### config.mk
export PLATFORM = sky130hd
export DESIGN_NAME = fc_act_stream_flat
export DESIGN_NICKNAME = d
export VERILOG_FILES = /design/src/rtl/fc_act_stream_if.sv /design/src/rtl/fc_act_stream.sv /design/src/flat_wrapper.sv
export SDC_FILE = /design/constraint.sdc
export NUM_CORES = 1
export LEC_CHECK = 0
export CORE_UTILIZATION = 50
export CTS_BUF_LIST = sky130_fd_sc_hd__clkbuf_16
export DETAILED_ROUTE_END_ITERATION = 10
export DONT_BUFFER_PORTS = 1
export PLACE_DENSITY = 0.67
export SYNTH_ARGS = -nofsm -noshare
export SYNTH_HDL_FRONTEND = slang
export SYNTH_SLANG_ARGS = --single-unit
### constraint.sdc
create_clock -name clk -period 4.8 [get_ports clk]
set_input_delay 0.48 -clock clk [delete_from_list [all_inputs] [get_ports clk]]
set_output_delay 0.48 -clock clk [all_outputs]
set_load 0.01 [all_outputs]
### src/rtl/fc_act_stream_if.sv
// Handshake bundle for fc_act_stream: input beat stream and output beat stream.
interface fc_act_stream_if #(
  parameter int unsigned INWD       = 8,
  parameter int unsigned LOG_DIM_IN = 2,
  parameter int unsigned LANES      = 4,
  parameter int unsigned SHW        = 3
);
  localparam int unsigned IW = INWD + LOG_DIM_IN;

  logic                    in_valid;
  logic                    in_ready;
  logic [LANES*IW-1:0]     in_data;
  logic                    in_mode;
  logic [SHW-1:0]          in_shift;
  logic                    out_valid;
  logic                    out_ready;
  logic [LANES*INWD-1:0]   out_data;
  logic                    out_last;

  modport master (
    output in_valid, in_data, in_mode, in_shift, out_ready,
    input  in_ready, out_valid, out_data, out_last
  );

  modport slave (
    input  in_valid, in_data, in_mode, in_shift, out_ready,
    output in_ready, out_valid, out_data, out_last
  );
endinterface

### src/rtl/fc_act_stream.sv
// Two-stage handshaked activation (zero-point removal, shift, ReLU/HardTanh clip).
// Optional saturation counters are built when FC_ACT_SATCNT_EN is defined.
module fc_act_stream #(
  parameter int unsigned INWD       = 8,
  parameter int unsigned DIM_IN     = 4,
  parameter int unsigned LOG_DIM_IN = 2,
  parameter int unsigned LANES      = 4,
  parameter int unsigned FOLD       = 2,
  parameter int unsigned SHW        = 3,
  parameter int unsigned CNTW       = 16
) (
  input  logic              clk,
  input  logic              reset,
  fc_act_stream_if.slave    bus,
  input  logic              clr_cnt,
  output logic [CNTW-1:0]   sat_lo_cnt,
  output logic [CNTW-1:0]   sat_hi_cnt
);
  localparam int unsigned IW   = INWD + LOG_DIM_IN;
  localparam int unsigned SW   = IW + 1;
  localparam int unsigned HALF = 1 << (INWD - 1);
  localparam int unsigned ZP   = DIM_IN * HALF;
  localparam int unsigned BW   = (FOLD > 1) ? $clog2(FOLD) : 1;
  localparam int          LO_I = -int'(HALF);

  localparam logic signed [SW-1:0] ZP_S   = SW'(ZP);
  localparam logic signed [SW-1:0] HI_LIM = SW'(HALF - 1);
  localparam logic signed [SW-1:0] LO_LIM = SW'(LO_I);
  localparam logic [INWD-1:0]      HALF_C = INWD'(HALF);
  localparam logic [INWD-1:0]      MAX_C  = '1;

  logic                    s1_valid, s2_valid;
  logic                    s1_en, s2_en, out_hs;
  logic                    s1_mode;
  logic signed [SW-1:0]    s1_t   [LANES];
  logic signed [SW-1:0]    s_c    [LANES];
  logic signed [SW-1:0]    t_c    [LANES];
  logic [INWD-1:0]         clip_c [LANES];
  logic [LANES-1:0]        lo_ev_c, hi_ev_c;
  logic [LANES*INWD-1:0]   out_data_q;
  logic [BW-1:0]           beat_q, beat_nxt;
  logic                    last_q;

  assign s2_en  = !s2_valid || bus.out_ready;
  assign s1_en  = !s1_valid || s2_en;
  assign out_hs = s2_valid && bus.out_ready;

  assign bus.in_ready  = s1_en;
  assign bus.out_valid = s2_valid;
  assign bus.out_data  = out_data_q;
  assign bus.out_last  = last_q;

  // Zero-point removal and flooring arithmetic shift on the incoming beat.
  always_comb begin
    for (int j = 0; j < LANES; j++) begin
      s_c[j] = $signed({1'b0, bus.in_data[j*IW +: IW]}) - ZP_S;
      t_c[j] = s_c[j] >>> bus.in_shift;
    end
  end

  // Per-lane clip of the S1 value into offset-binary output codes.
  always_comb begin
    for (int j = 0; j < LANES; j++) begin
      hi_ev_c[j] = s1_t[j] > HI_LIM;
      lo_ev_c[j] = s1_mode ? (s1_t[j] < LO_LIM) : s1_t[j][SW-1];
      if (hi_ev_c[j]) begin
        clip_c[j] = MAX_C;
      end else if (lo_ev_c[j]) begin
        clip_c[j] = s1_mode ? '0 : HALF_C;
      end else begin
        clip_c[j] = INWD'(s1_t[j]) + HALF_C;
      end
    end
  end

  assign beat_nxt = (beat_q == BW'(FOLD - 1)) ? '0 : beat_q + BW'(1);

  always_ff @(posedge clk) begin
    if (reset) begin
      s1_valid   <= 1'b0;
      s2_valid   <= 1'b0;
      s1_mode    <= 1'b0;
      out_data_q <= '0;
      beat_q     <= '0;
      last_q     <= (FOLD == 1);
      for (int j = 0; j < LANES; j++) s1_t[j] <= '0;
    end else begin
      if (s1_en) begin
        s1_valid <= bus.in_valid;
        if (bus.in_valid) begin
          s1_mode <= bus.in_mode;
          for (int j = 0; j < LANES; j++) s1_t[j] <= t_c[j];
        end
      end
      if (s2_en) begin
        s2_valid <= s1_valid;
        if (s1_valid) begin
          for (int j = 0; j < LANES; j++) out_data_q[j*INWD +: INWD] <= clip_c[j];
        end
      end
      // Beat position tracks the beat now sitting in S2.
      if (out_hs) begin
        beat_q <= beat_nxt;
        last_q <= (beat_nxt == BW'(FOLD - 1));
      end
    end
  end

`ifdef FC_ACT_SATCNT_EN
  localparam int unsigned NW   = $clog2(LANES + 1);
  localparam int unsigned SUMW = ((CNTW > NW) ? CNTW : NW) + 1;

  logic [NW-1:0]   lo_n_c, hi_n_c, s2_lo_n, s2_hi_n;
  logic [CNTW-1:0] lo_cnt_q, hi_cnt_q;

  function automatic logic [CNTW-1:0] sat_add(input logic [CNTW-1:0] c, input logic [NW-1:0] n);
    logic [SUMW-1:0] s;
    s = SUMW'(c) + SUMW'(n);
    if (|(s >> CNTW)) return '1;
    return CNTW'(s);
  endfunction

  always_comb begin
    lo_n_c = '0;
    hi_n_c = '0;
    for (int j = 0; j < LANES; j++) begin
      lo_n_c = lo_n_c + NW'(lo_ev_c[j]);
      hi_n_c = hi_n_c + NW'(hi_ev_c[j]);
    end
  end

  // Event counts ride with the beat through S2; counted when it leaves.
  always_ff @(posedge clk) begin
    if (reset) begin
      s2_lo_n  <= '0;
      s2_hi_n  <= '0;
      lo_cnt_q <= '0;
      hi_cnt_q <= '0;
    end else begin
      if (s2_en && s1_valid) begin
        s2_lo_n <= lo_n_c;
        s2_hi_n <= hi_n_c;
      end
      if (clr_cnt) begin
        lo_cnt_q <= '0;
        hi_cnt_q <= '0;
      end else if (out_hs) begin
        lo_cnt_q <= sat_add(lo_cnt_q, s2_lo_n);
        hi_cnt_q <= sat_add(hi_cnt_q, s2_hi_n);
      end
    end
  end

  assign sat_lo_cnt = lo_cnt_q;
  assign sat_hi_cnt = hi_cnt_q;
`else
  logic unused_clr;
  assign unused_clr = clr_cnt;
  assign sat_lo_cnt = '0;
  assign sat_hi_cnt = '0;
`endif

endmodule

### src/flat_wrapper.sv
// flat-port wrapper written by rule: the top's interface ports become plain ports
module fc_act_stream_flat 
#(
  parameter int unsigned INWD       = 8,
  parameter int unsigned DIM_IN     = 4,
  parameter int unsigned LOG_DIM_IN = 2,
  parameter int unsigned LANES      = 4,
  parameter int unsigned FOLD       = 2,
  parameter int unsigned SHW        = 3,
  parameter int unsigned CNTW       = 16
)
  (clk, reset, clr_cnt, sat_lo_cnt, sat_hi_cnt, bus_in_valid, bus_in_data, bus_in_mode, bus_in_shift, bus_out_ready, bus_in_ready, bus_out_valid, bus_out_data, bus_out_last);
  fc_act_stream_if #(.INWD(INWD), .LOG_DIM_IN(LOG_DIM_IN), .LANES(LANES), .SHW(SHW)) bus_i ();
  input  logic clk;
  input  logic reset;
  input  logic clr_cnt;
  output logic [CNTW-1:0] sat_lo_cnt;
  output logic [CNTW-1:0] sat_hi_cnt;
  input wire logic [$bits(bus_i.in_valid)-1:0] bus_in_valid;
  input wire logic [$bits(bus_i.in_data)-1:0] bus_in_data;
  input wire logic [$bits(bus_i.in_mode)-1:0] bus_in_mode;
  input wire logic [$bits(bus_i.in_shift)-1:0] bus_in_shift;
  input wire logic [$bits(bus_i.out_ready)-1:0] bus_out_ready;
  output wire logic [$bits(bus_i.in_ready)-1:0] bus_in_ready;
  output wire logic [$bits(bus_i.out_valid)-1:0] bus_out_valid;
  output wire logic [$bits(bus_i.out_data)-1:0] bus_out_data;
  output wire logic [$bits(bus_i.out_last)-1:0] bus_out_last;
  assign bus_i.in_valid = bus_in_valid;
  assign bus_i.in_data = bus_in_data;
  assign bus_i.in_mode = bus_in_mode;
  assign bus_i.in_shift = bus_in_shift;
  assign bus_i.out_ready = bus_out_ready;
  assign bus_in_ready = bus_i.in_ready;
  assign bus_out_valid = bus_i.out_valid;
  assign bus_out_data = bus_i.out_data;
  assign bus_out_last = bus_i.out_last;
  fc_act_stream #(.INWD(INWD), .DIM_IN(DIM_IN), .LOG_DIM_IN(LOG_DIM_IN), .LANES(LANES), .FOLD(FOLD), .SHW(SHW), .CNTW(CNTW)) u_core (.clk(clk), .reset(reset), .bus(bus_i), .clr_cnt(clr_cnt), .sat_lo_cnt(sat_lo_cnt), .sat_hi_cnt(sat_hi_cnt));
endmodule
==> results.yml, run 1 <==
outcome:
  status: "finished, violations left"
  violations_in_the_final_reports: "design-rule violations"
power:
  total_leakage_power_nw: 1.785
  max-vdd-ir-drop_mv: 0.1584
  powerDensity_nw_per_um2: 350.8
  total_power_mw: 1.671
clock_network:
  cts_repair_resize_count: 0
  clk-insertion-delay-late_ns: 0.33
  postCtsSetupRepairBufs: 0
  cts_tree: "done"
  cts_made_buffers: 9
  clkSlewWorstSetupHoldPaths_ns: 0.06
  cts_hold_buffers: 0
  clock_sinks: 80
  clock-root-buffer: "sky130_fd_sc_hd__clkbuf_16"
  htree_levels: 3
  max_buffers_root_to_sink: 2
final_layout:
  diodes: 0
  drive_gt1_frac: 0.1599
  layout.cell_area.non_filler_um2: 4763
  area.growth.synth_to_final_pct: 3.227
  layout.cells.most_common: "sky130_fd_sc_hd__edfxtp_1"
  most-common-layout-cells: "sky130_fd_sc_hd__edfxtp_1 (44), sky130_fd_sc_hd__dfxtp_1 (36), sky130_fd_sc_hd__conb_1 (32)"
  final_net_count: 438
setup_path:
  worstReg2RegEnd: "u_core.s1_t[3][3]"
  cp_cell_sequence: "nand3b_1 -> nand2_1 -> a21oi_1"
  r2r.worst_path.cells: 3
  regToRegStartpoint: "u_core.s1_valid"
  worst-endpoint-arrival_ns: 2.71
  crit_path_max_fanout: 33
  worstPathRequired_ns: 4.81
  dominant_delay_contributor_by_cell_family_on_the_critical_path: "simple AND/OR/NAND/NOR gates"
  cp_slowest_cell: "sky130_fd_sc_hd__nand2_1"
  reg2reg_setup_slack_ns: 2.10
  path_buf_inv: 0
  worst_setup_path_end_kind: "register"
  worstSetupStartpointType: "register"
  type_of_the_worst_setup_path: "register to register"
  crit_path_max_incr_delay_ns: 1.10
floorplan:
  area_of_the_core_region_um2: 8848
  start_util: 0.5215
  die_y_um: 98.07
  boundaryPins: 116
  placementRows: 34
  die_outline_area_um2: 9617
  die_width_um: 98.07
logic_synthesis:
  ys_seq_elements: 80
  post_synth_instance_area_um2: 4614
  synth_async_sr_flop_share: 0
  syn-mean-instance-area_um2: 11.34
  post_synth_main_area_contributors: "sky130_fd_sc_hd__edfxtp_1 (29%), sky130_fd_sc_hd__dfxtp_1 (16%), sky130_fd_sc_hd__mux4_2 (8.8%)"
  synth_cell_types: 46
  number_of_synthesized_flops_with_an_enable_pin: 44
  post-synth-top-area-cell: "sky130_fd_sc_hd__edfxtp_1"
  post_synthesis_instance_total: 407
  synth_warnings: 0
  synth_top_flop_cell: "sky130_fd_sc_hd__edfxtp_1"
  ys_seq_area_frac: 0.4425
  synth_top_area_frac: 0.2863
global_routing:
  first_global_vias: 2989
  met1_usage: 0.2976
  initial_antenna_violation_count: 0
  groute.usage.overall: 0.2008
  grtUsageMet3: 0.05011
  total_congestion_overflow: 0
  pin_count_of_the_biggest_net_entering_global_routing: 53
  gr-max-usage-layer: "met1"
  groute.layer.met2.usage: 0.2833
  wire_length_of_the_first_global_routing_pass_um: 15210
place:
  placement.io_buffers: 0
  routabilityCongestion: 0.8870
  dp_hpwl_um: 6798
  post_dp_cell_area_um2: 4474
  place_worst_setup_slack_ns: 2.095
sta:
  finalWorstSetupSlack_ns: 2.101
  fin_tns_setup_ns: 0
  max_slew.worst_pin.slew_ns: 1.104
  final-hold-violation-count: 0
  period_share: 0.5623
  setup_violators_final: 0
  hold_ws_ns: 0.2162
  fmaxAchievable_mhz: 370.5
  post-route-min-period_ns: 2.699
  timing.clock.skew_ns: 0.005296
  slew_headroom: 0.2623
  rsz_0062_raised_after_global_routing: "false"
  slew_viol_final: 0
routing:
  wl_um: 9242
  drt_pre_antenna_iters: 7
  post_drt_via_cell_ratio: 6.008
  antenna_left: 0
  route.detailed.drc: 9
  dr_total_vias: 3016
  initialDrtViolationCount: 136
  avgRoutedWirePerCell_um: 18.41
min_path:
  hold_path_end: "u_core.beat_q"
  min_path_type: "primary input to register"
  worstHoldPathCells: 1
  critical_hold_path_startpoint: "reset"
run:
  timing.max_cap.violations: 0
[how the worst max path moves through the flow]
stage | startpoint | to | slack (ns) | cells past startpoint
finish | u_core.s1_valid | u_core.s1_t[3][3] | 2.10 | 3
global placement | bus_in_valid | u_core.s1_t[3][6] | 2.17 | 3
global route | u_core.s1_valid | u_core.s1_t[3][3] | 1.88 | 3
detailed placement | bus_in_valid | u_core.s1_t[3][6] | 2.09 | 3
floorplan | bus_out_ready | u_core.s1_t[0][0] | 2.49 | 3
CTS | u_core.s1_valid | u_core.s1_t[3][5] | 2.16 | 3
[final cells by class]
type | count | area (um2)
Fill cell | 790 | 4085
Tap cell | 108 | 135.1
Clock buffer | 9 | 225.2
Multi-Input combinational cell | 279 | 2222
Timing Repair Buffer | 1 | 7.507
Clock inverter | 7 | 63.81
Inverter | 18 | 67.56
Sequential cell | 80 | 2042
[cell usage after synthesis (11+ instances only)]
cell type,n
sky130_fd_sc_hd__edfxtp_1,44
sky130_fd_sc_hd__buf_4,34
sky130_fd_sc_hd__mux2_2,16
sky130_fd_sc_hd__buf_2,16
sky130_fd_sc_hd__o21bai_1,28
sky130_fd_sc_hd__a21oi_1,20
sky130_fd_sc_hd__inv_1,16
sky130_fd_sc_hd__nand2_1,17
sky130_fd_sc_hd__nor2_1,17
sky130_fd_sc_hd__mux4_2,18
sky130_fd_sc_hd__o211ai_1,11
sky130_fd_sc_hd__dfxtp_1,36
sky130_fd_sc_hd__a22o_1,28
[per-stage QoR]
stage	util	std cells
2_1_floorplan	-	438
3_3_place_gp	0.5057	486
3_5_place_dp	0.5057	486
4_1_cts	0.5383	502
5_1_grt	0.5383	502
6_report	0.5383	502
[power breakdown]
part | internal (mW) | total (mW) | switching, mW
Clock | 0.397 | 0.652 | 0.255
Sequential | 0.777 | 0.818 | 0.0412
Combinational | 0.0959 | 0.201 | 0.105
[kinds of logic (layout without fill, tap and decap cells)]
family          after synthesis  count (layout)  synth area share
other cells                   1              32         0.0008127
xor+xnor                      1               1          0.001898
flops                        80              80            0.4425
mux                          46              46            0.1554
buf+inv                      79              35            0.1011
simple gates                 67              67           0.07375
compound gates              133             133            0.2245
[worst register-to-register path, stage by stage, from the launching register on]
cell and delay (ns):
sky130_fd_sc_hd__dfxtp_1 0.48, sky130_fd_sc_hd__nand3b_1 0.63, sky130_fd_sc_hd__nand2_1 1.11, sky130_fd_sc_hd__a21oi_1 0.18
[state kept, by name, indices dropped and copies added (netlist names)]
register	cells
u_core.s1_t	44
u_core.bus.out_data	32
u_core.beat_q	1
u_core.bus.out_valid	1
u_core.s1_mode	1
u_core.s1_valid	1
[layer usage]
layer	wire, um	up-vias
li1	-	1455
met1	4331	1410
met2	3961	140
met3	844	11
met4	105	0
met5	0	-
(Power assumes the default switching activity.)
==> run 2: changes to the inputs <==
- PLACE_DENSITY: 0.67 -> 0.7
- clock period: 4.8 -> 2.2 ns (I/O delays scaled with it)
==> run 2 against run 1 <==
  * The run still ends with design-rule violations left
  * Sequential share of layout area decreased by 0.30 points
  * Critical path depth decreased by 1
  * Wire length increased by 1.8%
  * Non-clock buffer count increased by 6
  * Clock skew decreased by 0.0010 ns
  * Count of clock-buffer cells in the layout unchanged
==> results.yml, run 2 (same netlist as run 1, synthesis figures left out) <==
outcome:
  status: "finished, violations left"
  violations_in_the_final_reports: "design-rule violations"
place:
  routabilityCongestion: 0.8697
  post_dp_cell_area_um2: 4513
  dp_hpwl_um: 6822
  placement.io_buffers: 0
global_routing:
  total_congestion_overflow: 0
  pin_count_of_the_biggest_net_entering_global_routing: 53
  first_global_vias: 3011
  initial_antenna_violation_count: 0
  groute.usage.overall: 0.2067
  wire_length_of_the_first_global_routing_pass_um: 15480
power:
  p_sw_frac: 0.2511
  powerDensity_nw_per_um2: 742.7
  total_leakage_power_nw: 1.784
  max-vdd-ir-drop_mv: 0.4428
  power_frac_seq: 0.501
  internal_power_mw: 2.668
  power.share.combinational: 0.125
  p_sw_mw: 0.8945
  power_frac_clock: 0.374
clock_network:
  clock_sinks: 80
  clk-insertion-delay-late_ns: 0.33
  max_buffers_root_to_sink: 2
  cts_hold_buffers: 1
  cts_repair_resize_count: 0
  htree_levels: 3
  clock-root-buffer: "sky130_fd_sc_hd__clkbuf_16"
  clkSlewWorstSetupHoldPaths_ns: 0.06
  postCtsSetupRepairBufs: 0
  cts_made_buffers: 9
  cts_tree: "done"
floorplan:
  placementRows: 34
  die_outline_area_um2: 9617
  die_width_um: 98.07
  start_util: 0.5215
  die_y_um: 98.07
  area_of_the_core_region_um2: 8848
  boundaryPins: 116
setup_path:
  dominant_delay_contributor_by_cell_family_on_the_critical_path: "compound AO/OA/AOI/OAI gates"
  cp_cell_sequence: "nand3b_1 -> a21o_2"
  reg2reg_setup_slack_ns: 0.51
  worst-endpoint-arrival_ns: 1.64
  path_buf_inv: 0
  worstPathRequired_ns: 2.16
  startpoint: "u_core.s1_valid"
  r2r.worst_path.cells: 2
  cp_slowest_cell: "sky130_fd_sc_hd__a21o_2"
  regToRegStartpoint: "u_core.s1_valid"
  worstSetupStartpointType: "register"
  worstReg2RegEnd: "u_core.s1_t[3][8]"
  type_of_the_worst_setup_path: "register to register"
  timing.critical_path.to: "u_core.s1_t[3][8]"
  crit_path_max_fanout: 44
  critical_path_cell_count: 2
  worst_setup_path_end_kind: "register"
  crit_path_max_incr_delay_ns: 0.76
sta:
  max_slew.worst_pin.slew_ns: 0.9195
  hold_ws_ns: 0.02661
  fin_tns_setup_ns: 0
  fmaxAchievable_mhz: 592.8
  timing.clock.skew_ns: 0.004292
  rsz_0062_raised_after_global_routing: "false"
  setup_violators_final: 0
  final-hold-violation-count: 0
  post-route-min-period_ns: 1.687
  slew_viol_final: 0
  period_share: 0.7668
  slew_headroom: 0.3870
routing:
  avgRoutedWirePerCell_um: 18.51
  route.detailed.drc: 6
  initialDrtViolationCount: 228
  drt_pre_antenna_iters: 8
  antenna_left: 0
  wl_um: 9405
  post_drt_via_cell_ratio: 6.138
  dr_total_vias: 3118
final_layout:
  layout.filler_cells: 776
  final_net_count: 444
  layout.cells.most_common: "sky130_fd_sc_hd__edfxtp_1"
  layout.cell_area.non_filler_um2: 4797
  most-common-layout-cells: "sky130_fd_sc_hd__edfxtp_1 (44), sky130_fd_sc_hd__dfxtp_1 (36), sky130_fd_sc_hd__conb_1 (32)"
  final_core_utilization: 0.5421
  largest_register: "u_core.s1_t"
  diodes: 0
  number_of_flip_flops_in_the_largest_register: 44
  drive_gt1_frac: 0.1725
  area.growth.synth_to_final_pct: 3.959
run:
  timing.max_cap.violations: 0
min_path:
  worstHoldPathCells: 2
  min_path_type: "primary input to register"
[run 2: worst register-to-register path, delay by kind of cell, from the launching register on]
family / cells / cell delay (ns)
compound gates: 1 / 0.76
flops: 1 / 0.38
simple gates: 1 / 0.16
[run 2: worst min-delay path by stage]
| stage | start | endpoint | slack (ns) |
|---|---|---|---|
| after floorplan | bus_in_valid | u_core.s1_valid | 0.35 |
| after global placement | reset | u_core.s1_mode | 0.29 |
| after detailed placement | reset | u_core.s1_mode | 0.29 |
| after CTS | bus_in_valid | u_core.s1_valid | 0.01 |
| after global routing | bus_in_valid | u_core.s1_valid | 0.03 |
| final | bus_in_valid | u_core.s1_valid | 0.03 |
[run 2: through the flow]
step	worst slack, ns	total power, mW	std cells
floorplan	0.3196	2.245	438
finish	0.5130	3.563	508
global placement	0.5471	2.245	491
detailed placement	0.5251	2.256	491
global route	0.4008	3.714	508
CTS	0.4989	3.585	508
[run 2: routing by layer]
layer	routed length, um	share of wire	vias to the layer above	GRT usage
li1	-	-	1469	-
met1	4237	0.45	1485	0.2943
met2	4103	0.44	151	0.2920
met3	912	0.097	13	0.06657
met4	151	0.016	0	0.08042
met5	0	0	-	0
[run 2: power by group through the flow]
stage,registers [mW],logic (mW),clock network [mW]
finish,1.78,0.447,1.33
global route,1.80,0.493,1.42
CTS,1.79,0.445,1.36
detailed placement,1.82,0.439,0
global placement,1.81,0.432,0
floorplan,1.78,0.468,0
[run 2: layout make-up]
cell class / count / area (um2) / share of cell area
Sequential cell: 80 / 2042 / 0.4257
Inverter: 18 / 67.56 / 0.01408
Clock inverter: 7 / 48.80 / 0.01017
Timing Repair Buffer: 7 / 55.05 / 0.01148
Tap cell: 108 / 135.1 / 0.02817
Multi-Input combinational cell: 279 / 2223 / 0.4635
Clock buffer: 9 / 225.2 / 0.04695
==> run 3: changes to the inputs <==
- clock period: 2.2 -> 1.5 ns (I/O delays scaled with it)
==> run 3 against run 2 <==
  * The flow still finishes with violations (design-rule violations)
  * Maximum frequency increased by 13%
  * Critical endpoint is now u_core.s1_t[1][8]
  * Largest cell class unchanged
  * Setup slack got worse by 0.51 ns
  * Clock power is 48% higher
==> results.yml, run 3 (same netlist as run 1, synthesis figures left out) <==
outcome:
  status: "finished, violations left"
  violations_in_the_final_reports: "design-rule violations"
setup_path:
  r2r.worst_path.cells: 5
  path_buf_inv: 3
  cp_cell_sequence: "nand3b_1 -> buf_6 -> clkbuf_16 -> a21o_4 -> buf_12"
  worstPathRequired_ns: 1.58
  dominant_delay_contributor_by_cell_family_on_the_critical_path: "buffers and inverters"
  cp_slowest_cell: "sky130_fd_sc_hd__dfxtp_2"
  reg2reg_setup_slack_ns: 0.001
  regToRegStartpoint: "u_core.s1_valid"
  worstReg2RegEnd: "u_core.s1_t[1][8]"
  worst_setup_path_end_kind: "register"
  worstSetupStartpointType: "register"
  worst-endpoint-arrival_ns: 1.58
  crit_path_max_incr_delay_ns: 0.33
  crit_path_max_fanout: 27
  critical_path_cell_count: 5
  type_of_the_worst_setup_path: "register to register"
sta:
  fmaxAchievable_mhz: 667.3
  setup_violators_final: 0
  timing.clock.skew_ns: 0.003633
  finalWorstSetupSlack_ns: 0.001395
  final-hold-violation-count: 0
  rsz_0062_raised_after_global_routing: "true"
  post-route-min-period_ns: 1.499
  period_share: 0.9991
  slew_viol_final: 0
global_routing:
  total_congestion_overflow: 0
  pin_count_of_the_biggest_net_entering_global_routing: 53
  initial_antenna_violation_count: 0
  wire_length_of_the_first_global_routing_pass_um: 15650
  groute.usage.overall: 0.2087
  first_global_vias: 3108
final_layout:
  final_core_utilization: 0.5829
  area.growth.synth_to_final_pct: 11.77
  final_net_count: 477
  drive_gt1_frac: 0.2356
  layout.filler_cells: 726
  largest_register: "u_core.s1_t"
  number_of_flip_flops_in_the_largest_register: 44
  layout.cell_area.non_filler_um2: 5157
  layout.cells.most_common: "sky130_fd_sc_hd__edfxtp_1"
  most-common-layout-cells: "sky130_fd_sc_hd__edfxtp_1 (44), sky130_fd_sc_hd__dfxtp_1 (34), sky130_fd_sc_hd__conb_1 (32)"
  diodes: 0
clock_network:
  cts_tree: "done"
  cts_made_buffers: 9
  clkSlewWorstSetupHoldPaths_ns: 0.06
  clk-insertion-delay-late_ns: 0.33
  clock_sinks: 80
  max_buffers_root_to_sink: 2
  htree_levels: 3
  clock-root-buffer: "sky130_fd_sc_hd__clkbuf_16"
power:
  max-vdd-ir-drop_mv: 0.7827
  powerDensity_nw_per_um2: 1036
  total_leakage_power_nw: 2.000
min_path:
  critical_hold_path_startpoint: "bus_in_data[39]"
  min_path_type: "primary input to register"
  worstHoldPathCells: 1
  hold_path_end: "u_core.s1_t[3][9]"
floorplan:
  placementRows: 34
  die_y_um: 98.07
  die_width_um: 98.07
  area_of_the_core_region_um2: 8848
  die_outline_area_um2: 9617
  boundaryPins: 116
  start_util: 0.5215
routing:
  post_drt_via_cell_ratio: 6.091
  antenna_left: 0
  drt_pre_antenna_iters: 8
  avgRoutedWirePerCell_um: 18.94
  initialDrtViolationCount: 281
  route.detailed.drc: 8
  wl_um: 10250
  m1WireLength_um: 4554
  met3_wirelength_um: 820
  top_layer_used: "met4"
  dr_total_vias: 3295
  met2_wire_length_um: 4730
place:
  place_worst_setup_slack_ns: -0.01058
  dp_hpwl_um: 7164
  routabilityCongestion: 0.8806
  placement.io_buffers: 0
  post_dp_cell_area_um2: 4722
run:
  timing.max_cap.violations: 0
[run 3: layout make-up]
type / count / area [um2] / share of cell area
clock inverter: 7 / 46.29 / 0.008976
timing repair buffer: 39 / 384.1 / 0.07448
clock buffer: 9 / 225.2 / 0.04367
tap: 108 / 135.1 / 0.02620
multi-input combinational: 280 / 2255 / 0.4372
sequential: 80 / 2044 / 0.3964
inverter: 18 / 67.56 / 0.01310
[run 3: through the flow]
step | setup TNS [ns] | std cells | power (mW) | hold slack [ns]
after floorplan | -1.238 | 438 | 3.297 | 0.2784
after CTS | -0.04127 | 534 | 5.345 | 0.0008095
after global routing | -1.267 | 541 | 5.563 | 0.001719
after detailed placement | -0.04086 | 513 | 3.381 | 0.2247
after global placement | 0 | 513 | 3.358 | 0.2238
final | 0 | 541 | 5.345 | 0.007016
[run 3: what timing repair did]
action,4_1_cts,5_1_grt
pin swaps,1,1
hold endpoints to repair,9,3
hold buffers,5,3
setup endpoints to repair,27,50
gates cloned,0,3
resized for setup,0,8
buffers inserted,0,3
[run 3: worst max-delay path by stage]
stage                    startpoint                 endpoint
2_1_floorplan       u_core.s1_valid        u_core.s1_t[0][0]
3_3_place_gp   u_core.bus.out_valid   u_core.bus.out_data[8]
3_5_place_dp   u_core.bus.out_valid  u_core.bus.out_data[29]
4_1_cts        u_core.bus.out_valid  u_core.bus.out_data[30]
5_1_grt        u_core.bus.out_valid        u_core.s1_t[3][8]
6_report            u_core.s1_valid        u_core.s1_t[1][8]
[run 3: per-layer routing]
layer  vias up  GRT usage
li1       1539          -
met5         -          0
met1      1587     0.2911
met2       154     0.3191
met4         0    0.08508
met3        15    0.04223
[run 3: power by group]
| group | switching [mW] | total, mW | internal (mW) |
|---|---|---|---|
| clock | 0.849 | 1.97 | 1.12 |
| combinational | 0.393 | 0.785 | 0.392 |
| sequential | 0.109 | 2.59 | 2.49 |
